File: src/rtl/mlp_pkg.sv
// Shared definitions for the O/X-detecting MLP: datapath widths, training targets,
// sequencer states and the saturate-to-W helper used across the datapath blocks.
package mlp_pkg;

  localparam int W      = 8;
  localparam int FRAC   = 4;
  localparam int HRAW_W = W + 5;

  localparam int TGT_O = 32;
  localparam int TGT_X = -32;

  typedef enum logic [2:0] {
    ST_IDLE,
    ST_FWD,
    ST_WAIT,
    ST_ERR,
    ST_LEARN,
    ST_NEXT
  } state_t;

  // Clamp a wide signed value into the signed W-bit range.
  function automatic logic signed [W-1:0] sat_w(input logic signed [HRAW_W-1:0] v);
    logic signed [HRAW_W-1:0] hi;
    logic signed [HRAW_W-1:0] lo;
    hi = HRAW_W'((1 << (W - 1)) - 1);
    lo = -hi - 1'b1;
    if (v > hi)      return hi[W-1:0];
    else if (v < lo) return lo[W-1:0];
    else             return v[W-1:0];
  endfunction

endpackage

File: src/rtl/mlp_sample_mem.sv
// Labelled sample buffer: synchronous write, combinational read, contents never reset.
module mlp_sample_mem #(
  parameter int DEPTH = 16,
  parameter int AW    = 4,
  parameter int DW    = 17
) (
  input  logic          clk,
  input  logic          wr_en,
  input  logic [AW-1:0] wr_addr,
  input  logic [DW-1:0] wr_data,
  input  logic [AW-1:0] rd_addr,
  output logic [DW-1:0] rd_data
);

  logic [DW-1:0] mem_q [DEPTH];

  always_ff @(posedge clk) begin
    if (wr_en) mem_q[wr_addr] <= wr_data;
  end

  assign rd_data = mem_q[rd_addr];

endmodule

File: src/rtl/mlp_train_ctrl.sv
// Training sequencer: steps buffered samples through the forward pass, derives a
// saturated error per sample, strobes the update block and tracks per-epoch accuracy.
module mlp_train_ctrl
  import mlp_pkg::*;
#(
  parameter int W     = mlp_pkg::W,
  parameter int DEPTH = 16,
  parameter int AW    = 4,
  parameter int EPW   = 8,
  parameter int TGT_O = mlp_pkg::TGT_O,
  parameter int TGT_X = mlp_pkg::TGT_X
) (
  input  logic                clk,
  input  logic                rst_n,
  input  logic                wr_en,
  input  logic [AW-1:0]       wr_addr,
  input  logic [15:0]         wr_x,
  input  logic                wr_label,
  input  logic [AW:0]         cfg_n,
  input  logic [EPW-1:0]      cfg_epochs,
  input  logic                start,
  input  logic                abort,
  output logic                fwd_start,
  output logic [15:0]         fwd_x,
  input  logic                fwd_done,
  input  logic signed [W-1:0] fwd_y,
  output logic                learn,
  output logic [15:0]         x,
  output logic signed [W-1:0] err,
  output logic                busy,
  output logic                done,
  output logic [EPW-1:0]      epoch_cnt,
  output logic [AW:0]         correct_cnt,
  output logic                epoch_pulse,
  output logic [AW:0]         last_correct
);

  state_t              state_q, state_d;
  logic [AW-1:0]       idx_q, idx_d;
  logic [AW:0]         n_q, n_d;
  logic [EPW-1:0]      epochs_q, epochs_d;
  logic signed [W-1:0] y_q, y_d;
  logic signed [W-1:0] err_q, err_d;
  logic [15:0]         fwd_x_q, fwd_x_d;
  logic                fwd_start_q, fwd_start_d;
  logic                learn_q, learn_d;
  logic                busy_q, busy_d;
  logic                done_q, done_d;
  logic                epoch_pulse_q, epoch_pulse_d;
  logic [EPW-1:0]      epoch_cnt_q, epoch_cnt_d;
  logic [AW:0]         correct_q, correct_d;
  logic [AW:0]         last_correct_q, last_correct_d;

  logic                wr_ok;
  logic [AW-1:0]       rd_addr;
  logic [16:0]         rd_data;
  logic [15:0]         rd_x;
  logic                label;
  logic signed [W:0]   tgt;
  logic signed [W:0]   diff;
  logic signed [HRAW_W-1:0] diff_ext;
  logic signed [W-1:0] err_sat;
  logic                is_correct;

  assign wr_ok = wr_en && (state_q == ST_IDLE);
  // Idle reads slot 0 so the first FWD can load its pixels on the start edge.
  assign rd_addr = (state_q == ST_IDLE) ? '0 : idx_q;

  mlp_sample_mem #(
    .DEPTH (DEPTH),
    .AW    (AW),
    .DW    (17)
  ) u_mem (
    .clk     (clk),
    .wr_en   (wr_ok),
    .wr_addr (wr_addr),
    .wr_data ({wr_label, wr_x}),
    .rd_addr (rd_addr),
    .rd_data (rd_data)
  );

  // A write coinciding with start must be visible to the first sample.
  assign rd_x  = (wr_ok && (wr_addr == rd_addr)) ? wr_x : rd_data[15:0];
  assign label = rd_data[16];

  assign tgt        = label ? (W+1)'(TGT_O) : (W+1)'(TGT_X);
  assign diff       = tgt - $signed({y_q[W-1], y_q});
  assign diff_ext   = {{(HRAW_W-W-1){diff[W]}}, diff};
  assign err_sat    = sat_w(diff_ext);
  assign is_correct = (!y_q[W-1]) == label;

  always_comb begin
    state_d        = state_q;
    idx_d          = idx_q;
    n_d            = n_q;
    epochs_d       = epochs_q;
    y_d            = y_q;
    err_d          = err_q;
    fwd_x_d        = fwd_x_q;
    done_d         = 1'b0;
    epoch_pulse_d  = 1'b0;
    epoch_cnt_d    = epoch_cnt_q;
    correct_d      = correct_q;
    last_correct_d = last_correct_q;

    if (abort && (state_q != ST_IDLE)) begin
      state_d = ST_IDLE;
    end else begin
      unique case (state_q)
        ST_IDLE: begin
          if (start) begin
            n_d         = cfg_n;
            epochs_d    = cfg_epochs;
            idx_d       = '0;
            epoch_cnt_d = '0;
            correct_d   = '0;
            if ((cfg_n == '0) || (cfg_epochs == '0)) done_d  = 1'b1;
            else                                     state_d = ST_FWD;
          end
        end
        ST_FWD:  state_d = ST_WAIT;
        ST_WAIT: begin
          if (fwd_done) begin
            y_d     = fwd_y;
            state_d = ST_ERR;
          end
        end
        ST_ERR: begin
          err_d = err_sat;
          if (is_correct) correct_d = correct_q + 1'b1;
          state_d = (err_sat == '0) ? ST_NEXT : ST_LEARN;
        end
        ST_LEARN: state_d = ST_NEXT;
        ST_NEXT:  state_d = done_q ? ST_IDLE : ST_FWD;
        default:  state_d = ST_IDLE;
      endcase

      // Epoch bookkeeping happens on entry to NEXT so the pulses coincide with it.
      if ((state_d == ST_NEXT) && (state_q != ST_NEXT)) begin
        if ({1'b0, idx_q} == (n_q - 1'b1)) begin
          epoch_pulse_d  = 1'b1;
          last_correct_d = correct_d;
          correct_d      = '0;
          epoch_cnt_d    = epoch_cnt_q + 1'b1;
          idx_d          = '0;
          done_d         = ((epoch_cnt_q + 1'b1) == epochs_q);
        end else begin
          idx_d = idx_q + 1'b1;
        end
      end

      if ((state_d == ST_FWD) && (state_q != ST_FWD)) fwd_x_d = rd_x;
    end

    fwd_start_d = (state_d == ST_FWD);
    learn_d     = (state_d == ST_LEARN);
    busy_d      = (state_d != ST_IDLE);
  end

  always_ff @(posedge clk) begin
    if (!rst_n) begin
      state_q        <= ST_IDLE;
      idx_q          <= '0;
      n_q            <= '0;
      epochs_q       <= '0;
      y_q            <= '0;
      err_q          <= '0;
      fwd_x_q        <= '0;
      fwd_start_q    <= 1'b0;
      learn_q        <= 1'b0;
      busy_q         <= 1'b0;
      done_q         <= 1'b0;
      epoch_pulse_q  <= 1'b0;
      epoch_cnt_q    <= '0;
      correct_q      <= '0;
      last_correct_q <= '0;
    end else begin
      state_q        <= state_d;
      idx_q          <= idx_d;
      n_q            <= n_d;
      epochs_q       <= epochs_d;
      y_q            <= y_d;
      err_q          <= err_d;
      fwd_x_q        <= fwd_x_d;
      fwd_start_q    <= fwd_start_d;
      learn_q        <= learn_d;
      busy_q         <= busy_d;
      done_q         <= done_d;
      epoch_pulse_q  <= epoch_pulse_d;
      epoch_cnt_q    <= epoch_cnt_d;
      correct_q      <= correct_d;
      last_correct_q <= last_correct_d;
    end
  end

  assign fwd_start    = fwd_start_q;
  assign fwd_x        = fwd_x_q;
  assign x            = fwd_x_q;
  assign learn        = learn_q;
  assign err          = err_q;
  assign busy         = busy_q;
  assign done         = done_q;
  assign epoch_pulse  = epoch_pulse_q;
  assign epoch_cnt    = epoch_cnt_q;
  assign correct_cnt  = correct_q;
  assign last_correct = last_correct_q;

endmodule

File: config.mk
export PLATFORM = sky130hd
export DESIGN_NAME = mlp_train_ctrl
export DESIGN_NICKNAME = d
export VERILOG_FILES = /design/src/rtl/mlp_pkg.sv /design/src/rtl/mlp_sample_mem.sv /design/src/rtl/mlp_train_ctrl.sv
export SDC_FILE = /design/constraint.sdc
export NUM_CORES = 1
export LEC_CHECK = 0
export BUFFER_PORTS_ARGS = -buffer_cell sky130_fd_sc_hd__buf_4
export CAP_MARGIN = 15
export CORE_MARGIN = 5
export CORE_UTILIZATION = 40
export CTS_BUF_LIST = sky130_fd_sc_hd__clkbuf_8 sky130_fd_sc_hd__clkbuf_16
export CTS_CLUSTER_DIAMETER = 100
export DETAILED_ROUTE_END_ITERATION = 6
export MAX_ROUTING_LAYER = met4
export PLACE_DENSITY = 0.7
export REMOVE_ABC_BUFFERS = 1
export SLEW_MARGIN = 30
export SYNTH_ARGS = -nofsm -noshare
export SYNTH_HDL_FRONTEND = slang
export SYNTH_SLANG_ARGS = --single-unit
File: constraint.sdc
create_clock -name clk -period 3 [get_ports clk]
set_clock_uncertainty 0.2 [all_clocks]
set_input_delay 0.3 -clock clk [delete_from_list [all_inputs] [get_ports clk]]
set_output_delay 0.3 -clock clk [all_outputs]
set_load 0.02 [all_outputs]
Word-level counts from Yosys, hierarchy flattened
Memory sizes are Yosys's and may differ from the RTL's.
Index checks and enable logic that the tools add are counted.
{"block": "classes", "n_addsub": 5, "magnitude_cmp": 2, "eq_ne": 15, "muxes": 34, "bitwise_logic": 3, "reduce_logical": 23}
{"operator": "$mux 8", "n": 6}
{"operator": "$mux 4", "n": 5}
{"operator": "$mux 5", "n": 4}
{"operator": "$pmux 3 s6", "n": 1}
{"operator": "$logic_not 8->1", "n": 2}
{"operator": "$mux 16", "n": 1}
{"operator": "$mux 3", "n": 5}
{"operator": "$eq 3x3->1 const B", "n": 4}
{"operator": "$reduce_and 3->1", "n": 4}
{"operator": "$mux 1", "n": 10}
{"operator": "$pmux 5 s2", "n": 1}
{"operator": "$eq 3x1->1 const B", "n": 3}
{"operator": "$gt 9x8->1 const B", "n": 1}
{"operator": "$lt 9x8->1 const B", "n": 1}
{"operator": "$mux 9", "n": 1}
{"operator": "$sub 9x8->9", "n": 1}
{"operator": "$add 8x1->8 const B", "n": 1}
{"operator": "$eq 8x8->1", "n": 1}
{"operator": "$eq 3x2->1 const B", "n": 2}
{"operator": "$reduce_bool 3->1", "n": 2}
{"operator": "$add 5x1->5 const B", "n": 1}
{"operator": "$eq 4x5->1", "n": 1}
{"operator": "$logic_and 1x1->1", "n": 5}
{"operator": "$logic_not 5->1", "n": 1}
{"operator": "14 further kinds", "n": 18}
{"block": "word_totals", "register_bits": 75, "ram_bits": 272, "inputBits": 48, "wordCells": 98, "n_memories": 1}
{"memory": "u_mem.mem_q", "depth": 16, "width": 17, "read_ports": 1, "rd_ports_with_merged_regs": 0, "write_ports": 1, "line_no": "mlp_sample_mem.sv:15", "text": "logic [DW-1:0] mem_q [DEPTH];"}

Logic depth before layout (Yosys ltp)
An unclocked memory read counts as a cell.
{"block": "depth", "depth_word": 16, "depth_mapped": 13, "ltp_nobuf": 12}

By module
A second synthesis with hierarchy kept.
{"block": "unflattened", "cells_unflattened": 926, "hier_area_um2": 14385.0}
{"module": "mlp_sample_mem", "n_inst": 1, "cells_per_inst": 441, "area_each_um2": 10297.4, "seq_area_each_um2": 8167.8}
{"module": "mlp_train_ctrl", "n_inst": 1, "cells_per_inst": 485, "area_each_um2": 4087.7, "seq_area_each_um2": 1501.4}

Least setup slack after synthesis
OpenSTA, ideal clock, no wires.
{"block": "synth_timing", "path_type": "register to register", "from": "reg y_q[0]", "to": "reg correct_q[0] (netlist: correct_cnt[0])", "setup_ps": 117, "t_arrival_ps": 2878, "setup_slack_ps": -195, "stages_incl_launch_ff": 14, "cell_sequence": "dfxtp_1 inv_1 ha_1 or4b_1 and2_1 clkbuf_1 nor2_1 a32oi_1 mux2_2 a221oi_4 o21ai_1 buf_2 a31o_1 a22o_1"}
{"block": "synth_via", "elab_chain_len": 11, "word_cells_on_any_way": 12, "classes_between": "add/sub: 1; order compare: 2; eq/ne: 1; mux: 6; reduce/logical: 2"}
{"element": "from (decl)", "line_no": "mlp_train_ctrl.sv:42", "text": "logic signed [W-1:0] y_q, y_d;"}
{"element": "from (signal assigned)", "line_no": "mlp_train_ctrl.sv:182", "text": "y_q <= y_d;"}
{"element": "$sub 9x8->9 (*)", "line_no": "mlp_train_ctrl.sv:87", "text": "assign diff = tgt - $signed({y_q[W-1], y_q});"}
{"element": "$lt 9x8->1", "line_no": "mlp_pkg.sv:28", "text": "else if (v < lo) return lo[W-1:0];"}
{"element": "$mux 8", "line_no": "mlp_pkg.sv:28"}
{"element": "$mux 8 (*)", "line_no": "mlp_pkg.sv:27", "text": "if (v > hi) return hi[W-1:0];"}
{"element": "$logic_not 8->1 (*)", "line_no": "mlp_train_ctrl.sv:131", "text": "state_d = (err_sat == '0) ? ST_NEXT : ST_LEARN;"}
{"element": "$mux 1 (*)", "line_no": "mlp_train_ctrl.sv:131"}
{"element": "$pmux 3 s6 (*)", "line_no": "mlp_train_ctrl.sv:109", "text": "unique case (state_q)"}
{"element": "$mux 3 (*)", "line_no": "mlp_train_ctrl.sv:106", "text": "if (abort && (state_q != ST_IDLE)) begin"}
{"element": "$eq 3x3->1 (*)", "line_no": "mlp_train_ctrl.sv:139", "text": "if ((state_d == ST_NEXT) && (state_q != ST_NEXT)) begin"}
{"element": "$logic_and 1x1->1 (*)", "line_no": "mlp_train_ctrl.sv:139"}
{"element": "$mux 5 (*)", "line_no": "mlp_train_ctrl.sv:139"}
{"element": "to (signal assigned)", "line_no": "mlp_train_ctrl.sv:191", "text": "correct_q <= correct_d;"}
{"element": "to (decl)", "line_no": "mlp_train_ctrl.sv:51", "text": "logic [AW:0] correct_q, correct_d;"}
Every way passes the cells marked *; elsewhere a longest branch is shown, timed or not. The select of a mux whose other input is x is not followed.
A chain may end at the register's enable or synchronous reset.

Worst setup path in the final report
{"block": "layout_timing", "from": "reg state_q[0]", "to": "reg idx_q[2]"}
{"block": "layout_via", "elab_chain_len": 16, "word_cells_on_any_way": 31, "classes_between": "add/sub: 1; order compare: 2; eq/ne: 7; mux: 11; bitwise: 1; reduce/logical: 8; memory: 1"}
{"element": "from (decl)", "line_no": "mlp_train_ctrl.sv:38", "text": "state_t state_q, state_d;"}
{"element": "from (signal assigned)", "line_no": "mlp_train_ctrl.sv:178", "text": "state_q <= state_d;"}
{"element": "$logic_not 3->1", "line_no": "mlp_train_ctrl.sv:67, mlp_train_ctrl.sv:109"}
{"element": "$mux 4", "line_no": "mlp_train_ctrl.sv:67", "text": "assign rd_addr = (state_q == ST_IDLE) ? '0 : idx_q;"}
{"element": "$mem_v2 16x17"}
{"element": "$mux 9", "line_no": "mlp_train_ctrl.sv:86", "text": "assign tgt = label ? (W+1)'(TGT_O) : (W+1)'(TGT_X);"}
{"element": "$sub 9x8->9", "line_no": "mlp_train_ctrl.sv:87"}
{"element": "$lt 9x8->1", "line_no": "mlp_pkg.sv:28"}
{"element": "$mux 8", "line_no": "mlp_pkg.sv:28"}
{"element": "$mux 8", "line_no": "mlp_pkg.sv:27"}
{"element": "$logic_not 8->1", "line_no": "mlp_train_ctrl.sv:131"}
{"element": "$mux 1", "line_no": "mlp_train_ctrl.sv:131"}
{"element": "$pmux 3 s6", "line_no": "mlp_train_ctrl.sv:109"}
{"element": "$mux 3", "line_no": "mlp_train_ctrl.sv:106"}
{"element": "$eq 3x3->1", "line_no": "mlp_train_ctrl.sv:139"}
{"element": "$logic_and 1x1->1", "line_no": "mlp_train_ctrl.sv:139"}
{"element": "$reduce_bool 2->1 (no line)"}
{"element": "$reduce_and 3->1 (no line)"}
{"element": "to (signal assigned)", "line_no": "mlp_train_ctrl.sv:179", "text": "idx_q <= idx_d;"}
{"element": "to (decl)", "line_no": "mlp_train_ctrl.sv:39", "text": "logic [AW-1:0] idx_q, idx_d;"}
Several ways; a longest one is shown, not always the timed one. The select of a mux whose other input is x is not followed.

==> run summary <==
Final nets: 1,426
worst vdd ir: 0.568 mV
post-synth top area share: 54.7%
# fillers: 3,106
area grow syn2layout: 25.5%
dominant cell by count in the synthesized netlist: edfxtp_1
status: finished, violations left
mapped cell area: 14,900 um^2
#FFs+latches synth: 347
Worst-path clk slew: 0.06 ns
Worst R2R End: idx_q[2]
drt drc: 0
post-DP HPWL: 22,500 um
largest net degree at the start of global routing: 83
Clock Path Buffers: 3
Total GRT Usage: 18.9%
class of the most critical hold timing path: input port to flip-flop
slack of the critical path: -0.0342 ns
initial antenna violation count: 1
crit end category: flip-flop
Critical Path End: idx_q[2]
Yosys cell types: 63
layout cells sized above 1: 26.8%
Layout Utilization: 51.0%
WL final: 39,000 um
leading post-synthesis cells by cell area: edfxtp_1, dfxtp_1, mux2i_1
clock period minus worst slack: 3.03 ns
Synth top cells by count: edfxtp_1, a21oi_1, o21ai_0, dfxtp_1, nand2_1
yosys warns: 0
classification of the worst setup path: flip-flop to flip-flop
Starting Density: 40.7%
Cell Area, Placed: 16,800 um^2
Die Span X: 203 um
Peak Freq: 0.330 GHz
Setup Viol. Count Final: 6
WP data required: 3.26 ns
RSZ-0062 raised after global routing: true
CP Launch Type: flip-flop
Arr. time, crit path: 3.29 ns
pwr dens: 558 nW/um^2
Routed Antenna Nets: 0
CTS root buffer: clkbuf_16
Vias: 10,500
vias per inst: 5.61
fin crit share: 101%
Critical Path Source: state_q[0]
worst-margin pin slew: 0.994 ns
Hold Vio Cnt, Final: 0
failing checks: negative setup slack
flop-to-flop setup slack: -0.03 ns
Lkg Pwr: 6.89 nW
WL/cell: 20.9 um
Die Y: 203 um
Hold Path Origin: start
First-pass DRT Iterations: 5
number of port buffers: 110
R2R Path Start: state_q[0]
clock net sink count: 347
grt ovf: 0
Crit path top cell by count: buf_6
ys async rst share: 0%
Post-Synthesis Cells: 1,182
sequential share of the synthesized area: 64.8%
r2r worst-path depth: 11
cell row count: 70
total of max-cap violations: 0
first-pass GRT wire length: 59,800 um
Avg Cell Area, Syn: 12.6 um^2
die area: 41,300 um^2
core area: 36,700 um^2
worst path cell trace: or3_4 > nand2_4 > mux2i_4 > o221ai_4 > mux2_4 > a221oi_4 > buf_6 > buf_6 > o2111ai_4 > a21o_4 > o2bb2ai_4
# H-tree levels: 2
CP max stage delay: 0.41 ns
vias in the first global route: 10,300
clk_lat worst skew: 0.53 ns
Critical Path Slowest Stage Cell: or3_4
DR iter-0 viols: 872
EDFF count, synth: 272
routability congestion estimate from global placement: 0.812
Rel. slew slack: 33.7%
CTS tree: yes
Num CTS Buffers: 36
dominant synthesized flop cell: edfxtp_1
io pins: 111
fin area: 18,700 um^2
CP max FO: 4
Synth area leader: edfxtp_1
Final Max Slew Viols: 0
## area by class of cell
| cell class | instances | area (um^2) | area share (%) |
|---|---|---|---|
| inverters | 17 | 68.8 | 0.367 |
| clock inverters | 25 | 174 | 0.928 |
| flip-flops and latches | 347 | 9680 | 51.7 |
| clock buffers | 41 | 981 | 5.24 |
| repair buffers | 242 | 2150 | 11.5 |
| diodes | 1 | 2.50 | 0.0134 |
| multi-input cells | 728 | 5090 | 27.2 |
| well taps | 468 | 586 | 3.13 |
## power breakdown
part | switching [mW] | internal [mW] | leakage [nW]
logic | 0.445 | 0.321 | 3.24
registers | 0.0551 | 5.26 | 3.07
clock network | 1.84 | 2.52 | 0.588
total | 2.34 | 8.11 | 6.89
## logic make-up (layout without fill, tap and decap cells)
logic type                 count (synthesis)  count (layout)  synth area share [%]
DFF                                      347             347                  64.8
AOI/OAI and AO/OA                        308             308                  12.6
and+or+nand+nor                          271             271                  8.86
muxes                                    121             121                  8.73
buffers and inverters                    107             325                  3.19
xor gates and xnor gates                  22              22                  1.29
adders and majority gates                  6               6                 0.503
other                                      0               1                     0
## critical path: cells and delay by family, from the launching register on
family,cells,cell delay (ns)
compound gates,5,1.02
simple gates,2,0.54
flops,1,0.33
buf+inv,2,0.27
mux,2,0.61
## worst min-delay path by stage
stage                    endpoint  slack (ns)  depth (start not counted)
6_report                   n_q[4]        0.11                          5
5_1_grt        u_mem.mem_q[3][13]        0.11                          3
4_1_cts                    n_q[4]        0.08                          5
3_5_place_dp               err[7]        0.25                          2
3_3_place_gp               err[7]        0.24                          2
2_1_floorplan          state_q[1]        0.18                          1
## metal layers
metal,track usage (%),wire [um],up-vias
li1,-,-,4866
met1,25.5,17000,5165
met2,29.3,18300,396
met3,3.83,2920,62
met4,5.18,833,0
met5,-,0,-
## cell usage in the layout, fill, tap and decap left out, types with 19 or more instances in the layout
cell           netlist  layout
a211oi_1            19      19
a21oi_1            116     116
and3_1              23      23
buf_4               17     176
clkbuf_16            0      37
dfxtp_1             75      68
dlygate4sd3_1        0      40
edfxtp_1           272     272
mux2_2              50      48
mux2i_1             68      67
nand2_1             73      72
nand2b_1            20      20
nand3_1             37      36
nor2_1              63      50
o21ai_0             79      77
## metrics by stage
| step | TNS [ns] | worst slack [ns] | cells | total power, mW | hold slack (ns) |
|---|---|---|---|---|---|
| after global routing | -2.63 | -0.136 | 1869 | 10.8 | 0.107 |
| after CTS | -0.120 | -0.0300 | 1866 | 10.5 | 0.0850 |
| final | -0.0944 | -0.0342 | 1869 | 10.4 | 0.109 |
| after global placement | -0.374 | -0.0565 | 1752 | 6.08 | 0.242 |
| after detailed placement | -3.05 | -0.192 | 1752 | 6.10 | 0.251 |
| after floorplan | -290.53 | -4.64 | 1092 | 5.73 | 0.176 |
## sequential cells by signal, indices dropped and copies added (netlist names)
name          cells
u_mem.mem_q     272
fwd_x            16
epoch_cnt         8
epochs_q          8
err               8
y_q               8
correct_cnt       5
last_correct      5
n_q               5
idx_q             4
state_q           3
busy              1
done              1
epoch_pulse       1
fwd_start         1
learn             1
## repair_timing
action                                 4_1_cts  5_1_grt
endpoints found under the hold margin      306        0
setup endpoints to repair                   37       41
gates cloned                                 2        0
resized for setup                           25       42
hold buffers                                40        0
buffers inserted                             6        2
pin swaps                                    4       23
Power figures use the tool's default switching activity.
